<file path="src/rtl/program_loader_pkg.sv">
// Shared definitions for the program loader: FSM state encoding, default
// frame marker and inter-byte timeout, plus a helper naming the states in
// which the inter-byte watchdog runs.
package program_loader_pkg;

    typedef enum logic [2:0] {
        ST_IDLE   = 3'd0,
        ST_LEN_HI = 3'd1,
        ST_LEN_LO = 3'd2,
        ST_DATA   = 3'd3,
        ST_CHECK  = 3'd4,
        ST_DONE   = 3'd5,
        ST_ERROR  = 3'd6
    } state_t;

    localparam logic [7:0] SYNC_BYTE_DEF = 8'hA5;
    localparam int         TIMEOUT_DEF   = 50000;

    // The watchdog only guards the inside of a frame.
    function automatic logic timed_state(state_t s);
        return (s == ST_LEN_HI) || (s == ST_LEN_LO) || (s == ST_DATA) || (s == ST_CHECK);
    endfunction

endpackage

</file>
<file path="src/rtl/program_loader_timeout.sv">
// Inter-byte idle watchdog.
// Ports:
//   clock   in  rising-edge clock
//   reset   in  asynchronous active-low reset
//   clr     in  restart the idle count (a byte was accepted)
//   en      in  watchdog armed; count held at zero while low
//   expired out high during the TIMEOUT-th consecutive idle cycle
module program_loader_timeout #(
    parameter int TIMEOUT = 50000
) (
    input  logic clock,
    input  logic reset,
    input  logic clr,
    input  logic en,
    output logic expired
);

    localparam int CNT_W = $clog2(TIMEOUT + 1);
    localparam logic [CNT_W-1:0] LIMIT = CNT_W'(TIMEOUT - 1);

    logic [CNT_W-1:0] cnt;

    // cnt holds the number of idle cycles already completed, so the edge that
    // ends idle cycle number TIMEOUT sees cnt == TIMEOUT-1.
    assign expired = en && (cnt == LIMIT);

    always_ff @(posedge clock or negedge reset) begin
        if (!reset)             cnt <= '0;
        else if (clr || !en)    cnt <= '0;
        else if (!expired)      cnt <= cnt + 1'b1;
    end

endmodule

</file>
<file path="src/rtl/program_loader.sv">
// Framed byte-stream writer for the uP program store.
// Frame: SYNC, LEN_HI (low nibble used), LEN_LO, N=len+1 data bytes, checksum
// byte chosen so that (sum of data + checksum) mod 256 == 0.
// Ports:
//   clock, reset         clock / asynchronous active-low reset
//   in_valid, in_byte    byte stream in; in_ready = accept enable (low only in DONE)
//   clear                one-cycle pulse leaving DONE/ERROR back to IDLE
//   prog_we/addr/data    program memory write port, one cycle after each data accept
//   cpu_hold             keeps the uP in reset while a frame is in progress or failed
//   done, error          frame loaded with good checksum / checksum or timeout failure
module program_loader
    import program_loader_pkg::*;
#(
    parameter int         ADDR_W    = 12,
    parameter int         DATA_W    = 8,
    parameter logic [7:0] SYNC_BYTE = SYNC_BYTE_DEF,
    parameter int         TIMEOUT   = TIMEOUT_DEF
) (
    input  logic              clock,
    input  logic              reset,
    input  logic              in_valid,
    input  logic [DATA_W-1:0] in_byte,
    output logic              in_ready,
    input  logic              clear,
    output logic              prog_we,
    output logic [ADDR_W-1:0] prog_addr,
    output logic [DATA_W-1:0] prog_data,
    output logic              cpu_hold,
    output logic              done,
    output logic              error
);

    state_t            state, state_nx;
    logic              accept, expired, timed;
    logic              done_nx, error_nx, hold_nx;
    logic [ADDR_W-1:0] len, count;
    logic [DATA_W-1:0] sum, sum_next;

    assign in_ready = (state != ST_DONE);
    assign accept   = in_valid && in_ready;
    assign timed    = timed_state(state);
    assign sum_next = sum + in_byte;

    program_loader_timeout #(.TIMEOUT(TIMEOUT)) u_timeout (
        .clock   (clock),
        .reset   (reset),
        .clr     (accept),
        .en      (timed),
        .expired (expired)
    );

    always_ff @(posedge clock or negedge reset) begin
        if (!reset) begin
            state    <= ST_IDLE;
            done     <= 1'b0;
            error    <= 1'b0;
            cpu_hold <= 1'b0;
        end else begin
            state    <= state_nx;
            done     <= done_nx;
            error    <= error_nx;
            cpu_hold <= hold_nx;
        end
    end

    always_comb begin
        state_nx = state;
        done_nx  = done;
        error_nx = error;
        hold_nx  = cpu_hold;
        case (state)
            ST_IDLE: if (accept && in_byte == SYNC_BYTE) begin
                state_nx = ST_LEN_HI;
                hold_nx  = 1'b1;
                done_nx  = 1'b0;
            end
            ST_LEN_HI: if (accept) state_nx = ST_LEN_LO;
            ST_LEN_LO: if (accept) state_nx = ST_DATA;
            // count still holds the index of the byte being accepted
            ST_DATA:   if (accept && count == len) state_nx = ST_CHECK;
            ST_CHECK: if (accept) begin
                if (sum_next == '0) begin
                    state_nx = ST_DONE;
                    done_nx  = 1'b1;
                    hold_nx  = 1'b0;
                end else begin
                    state_nx = ST_ERROR;
                    error_nx = 1'b1;
                end
            end
            ST_DONE:  if (clear) state_nx = ST_IDLE;
            // clear wins over any byte dropped in the same cycle
            ST_ERROR: if (clear) begin
                state_nx = ST_IDLE;
                error_nx = 1'b0;
                hold_nx  = 1'b0;
            end
            default: state_nx = ST_IDLE;
        endcase
        // accept in the same cycle resets the watchdog, so it wins
        if (timed && expired && !accept) begin
            state_nx = ST_ERROR;
            error_nx = 1'b1;
            hold_nx  = 1'b1;
        end
    end

    always_ff @(posedge clock or negedge reset) begin
        if (!reset) begin
            len       <= '0;
            count     <= '0;
            sum       <= '0;
            prog_we   <= 1'b0;
            prog_addr <= '0;
            prog_data <= '0;
        end else begin
            prog_we <= 1'b0;
            if (accept) begin
                case (state)
                    ST_LEN_HI: len[ADDR_W-1:8] <= in_byte[ADDR_W-9:0];
                    ST_LEN_LO: begin
                        len[7:0] <= in_byte[7:0];
                        count    <= '0;
                        sum      <= '0;
                    end
                    ST_DATA: begin
                        prog_we   <= 1'b1;
                        prog_addr <= count;
                        prog_data <= in_byte;
                        sum       <= sum_next;
                        count     <= count + 1'b1;
                    end
                    default: ;
                endcase
            end
        end
    end

endmodule
</file>
<file path="config.mk">
export PLATFORM = sky130hd
export DESIGN_NAME = program_loader
export DESIGN_NICKNAME = d
export VERILOG_FILES = /design/src/rtl/program_loader_pkg.sv /design/src/rtl/program_loader_timeout.sv /design/src/rtl/program_loader.sv
export SDC_FILE = /design/constraint.sdc
export NUM_CORES = 1
export LEC_CHECK = 0
export ABC_AREA = 1
export ABC_CLOCK_PERIOD_IN_PS = 4200
export CELL_PAD_IN_SITES_DETAIL_PLACEMENT = 1
export CELL_PAD_IN_SITES_GLOBAL_PLACEMENT = 2
export CORE_MARGIN = 2
export CORE_UTILIZATION = 35
export DETAILED_ROUTE_END_ITERATION = 10
export DONT_BUFFER_PORTS = 1
export GPL_ROUTABILITY_DRIVEN = 1
export PLACE_DENSITY = 0.84
export RECOVER_POWER = 25
export SLEW_MARGIN = 10
export SYNTH_ARGS = -nofsm -noshare
export SYNTH_HDL_FRONTEND = slang
export SYNTH_SLANG_ARGS = --single-unit
</file>
<file path="constraint.sdc">
create_clock -name clock -period 4.2 [get_ports clock]
set_input_delay 1.26 -clock clock [delete_from_list [all_inputs] [get_ports clock]]
set_output_delay 1.26 -clock clock [all_outputs]
set_load 0.05 [all_outputs]
</file>
==> flow_summary_export.csv <==
group,metric,value,unit
cells_and_area,syn2layout_area_growth,10.94,%
synth,synth_top_family_by_area,"simple AND/OR/NAND/NOR gates",
setup_path,r2r-end,"state[1]",
grt,grt_overflow_total,0,
power_and_ir_drop,power.leakage,2.114,nW
clock_network,cts.clk_slew.worst_paths,0.06,ns
clock_network,cts_setup_buffers,0,
floorplan,start_util,36.10,%
synth,synth_area,3948,µm²
synth,synthMuxAreaShare,0,%
timing,fmax,356.7,MHz
cells_and_area,finalInstanceArea,4379,µm²
setup_path,regToRegSetupSlack,1.72,ns
floorplan,num_io_pins,37,
clock_network,cts_num_sinks,75,
synth,ys_seq_elements,75,
synth,synth_nets,519,
setup_path,worst_ep_arrival_time,3.02,ns
drt,ant_nets,0,
timing,worst_pin_slew,1.082,ns
setup_path,critPathLaunchType,"input pin",
synth,syn_inst,497,
timing,fin_ws,1.397,ns
synth,yosys.area_share.simple,25.55,%
synth,syn_avg_cell_area,7.943,µm²
synth,synthArstFlopShare,100.0,%
floorplan,row_count,38,
clock_network,cts_resized,0,
drt,wire_per_inst,15.47,µm
cells_and_area,drive_gt1_share,7.186,%
setup_path,crit_family,"simple AND/OR/NAND/NOR gates",
grt,antenna_found_initial,0,
clock_network,cts_tree,"built",
placed_design,post-place-ws,1.031,ns
clock_network,htree_num_levels,3,
setup_path,crit_path_end_kind,"register",
timing,finalHoldViolCount,0,
synth,synth.distinct_cells,32,
timing,min_period,2.803,ns
floorplan,die_h,110.2,µm
cells_and_area,n_antenna_cell,0,
timing,drv_slew,0,
grt,grt_pass1_wl,16.81,mm
clock_network,numCtsBuffers,9,
clock_network,clockBufferDepth,2,
clock_network,root_buffer,"clkbuf_16",
synth,ys_seq_area_share,47.54,%
status,status,"finished, final reports clean",
timing,rsz0062_at_grt,"false",
floorplan,core_area,10940,µm²
timing,skew,0.006500,ns
synth,synth-edff-count,0,
drt,drt_iter0_drc,107,
clock_network,clk_latency,0.34,ns
cells_and_area,fin_nets,518,
job,drv_cap,0,
power_and_ir_drop,power.density,523.8,nW/µm²
placed_design,place_congestion,0.8075,
timing,max_slew_margin,27.82,%
synth,synth-compound-area-share,12.39,%
setup_path,cp-endpoint,"state[1]",
timing,holdWs,0.4999,ns
setup_path,crit_top_cell,"nand2_1",
synth,synth-xor-area-share,3.106,%
synth,synth_adder_area_share,3.360,%
timing,setup_viol,0,
setup_path,worstSetupStartpoint,"in_byte[0]",
placed_design,port_buffers,0,
power_and_ir_drop,ir_drop,236.5,µV
clock_network,hold_buffers,0,
hold_path,worstHoldPathType,"register to register",
hold_path,hp-start,"sum[3]",
synth,ys_warn_count,0,
setup_path,critPathBufInv,2,
grt,grt_max_degree,76,
setup_path,path_max_fanout,3,
setup_path,critical_path_class,"input pin to register",
cells_and_area,mostFrequentLayoutCells,"116 x nand2_1, 75 x dfrtp_1, 67 x inv_1, 53 x o21ai_0, 41 x nor2_1",
placed_design,dpl.hpwl,7.193,mm
drt,drc,0,
grt,grt_pass1_vias,3326,
drt,drt_wl_total,9.917,mm
grt,grt_use_total,18.18,%
placed_design,placed_cell_area,4068,µm²
timing,timing.setup.tns,0,ns
power_and_ir_drop,power,2.294,mW
timing,fin_crit_sh,66.75,%
drt,dr.pass1.iters,4,
cells_and_area,final_common_cell,"nand2_1",
setup_path,required,4.41,ns
floorplan,die-area,12140,µm²
setup_path,worstReg2RegStart,"state[2]",
synth,yosys_most_used_dff,"dfrtp_1",
setup_path,crit_chain,"ha_1, inv_1, fa_1, inv_1, nand2_1, nand2_1, nand3_1, nand2_1, nand3_1, nor2_1, nand2_1, nand2_1, nand2_1, o21ai_0, o21ai_0",
setup_path,slowest_delay,0.39,ns
floorplan,die_w,110.2,µm
drt,routed_via_density,5.095,
setup_path,cp.depth,15,
setup_path,slowest_stage,"fa_1",
setup_path,r2r_cells,6,
drt,vias,3266,
==> power breakdown <==
| group | switching [mW] | internal [mW] | leakage, nW | total [mW] |
|---|---|---|---|---|
| Sequential | 0.213 | 0.820 | 0.954 | 1.03 |
| Combinational | 0.273 | 0.181 | 1.01 | 0.454 |
| Clock | 0.324 | 0.483 | 0.150 | 0.807 |
==> logic make-up after synthesis <==
family	Yosys count
flops	75
xor+xnor	14
fa+ha+maj	10
compound gates	90
buf+inv	81
simple gates	227
==> per-layer routing <==
metal | share of wire, % | vias up | GRT usage (%)
li1 | - | 1619 | -
met4 | 1.6 | 0 | 6.429
met3 | 5.3 | 10 | 4.644
met5 | 0 | - | 0
met2 | 46 | 44 | 28.18
met1 | 47 | 1593 | 24.69
==> sequential cells by signal, summed over array words and instances, names as in the netlist <==
name	count
count	12
cpu_hold	1
done	1
error	1
len	12
prog_addr	12
prog_data	8
prog_we	1
state	3
sum	8
u_timeout.cnt	16
==> synth_stat cells, types with 2 or more instances <==
master	count	share of area, %
nand4_1	11	1.7
clkbuf_2	2	0.25
nor3_1	12	1.5
a21oi_1	22	2.8
buf_2	3	0.38
clkbuf_1	7	0.67
a31oi_1	2	0.32
o21a_1	2	0.38
xnor2_1	10	2.2
ha_1	9	2.9
dfrtp_1	75	48
nand3_1	29	3.7
xor2_1	4	0.89
o22ai_1	2	0.32
nor2_2	5	0.79
nor2_4	2	0.57
inv_1	67	6.4
o21ai_0	53	6.7
a22o_1	4	0.89
a211oi_1	2	0.38
nand2_1	116	11
o211ai_1	2	0.38
nor4_2	2	0.63
nand2_2	6	0.95
nor2_1	41	3.9
==> worst min-delay path, stage by stage (launching register included) <==
cell,delay (ns)
dfrtp_1,0.35
nand2_1,0.05
o21ai_0,0.06
==> layout make-up <==
cell class | instances | area (µm²)
tap | 140 | 175.2
fill | 1338 | 6556
timing repair buffer | 1 | 7.507
sequential | 75 | 1877
multi-input combinational | 341 | 1753
clock buffer | 10 | 239.0
inverter | 68 | 255.2
clock inverter | 6 | 72.57
==> how the worst min path moves through the flow <==
stage / cells after the start / end / slack, ns
6_report: 2 / sum[3] / 0.50
5_1_grt: 1 / sum[6] / 0.54
4_1_cts: 2 / sum[3] / 0.50
3_5_place_dp: 2 / sum[3] / 0.49
3_3_place_gp: 2 / sum[3] / 0.48
2_1_floorplan: 2 / sum[0] / 0.46
==> per-stage QoR <==
| step | cells | utilization [%] |
|---|---|---|
| 2_1_floorplan | 497 | - |
| 3_3_place_gp | 625 | 37.20 |
| 3_5_place_dp | 625 | 37.20 |
| 4_1_cts | 641 | 40.05 |
| 5_1_grt | 641 | 40.05 |
| 6_report | 641 | 40.05 |
(Power assumes the default switching activity.)
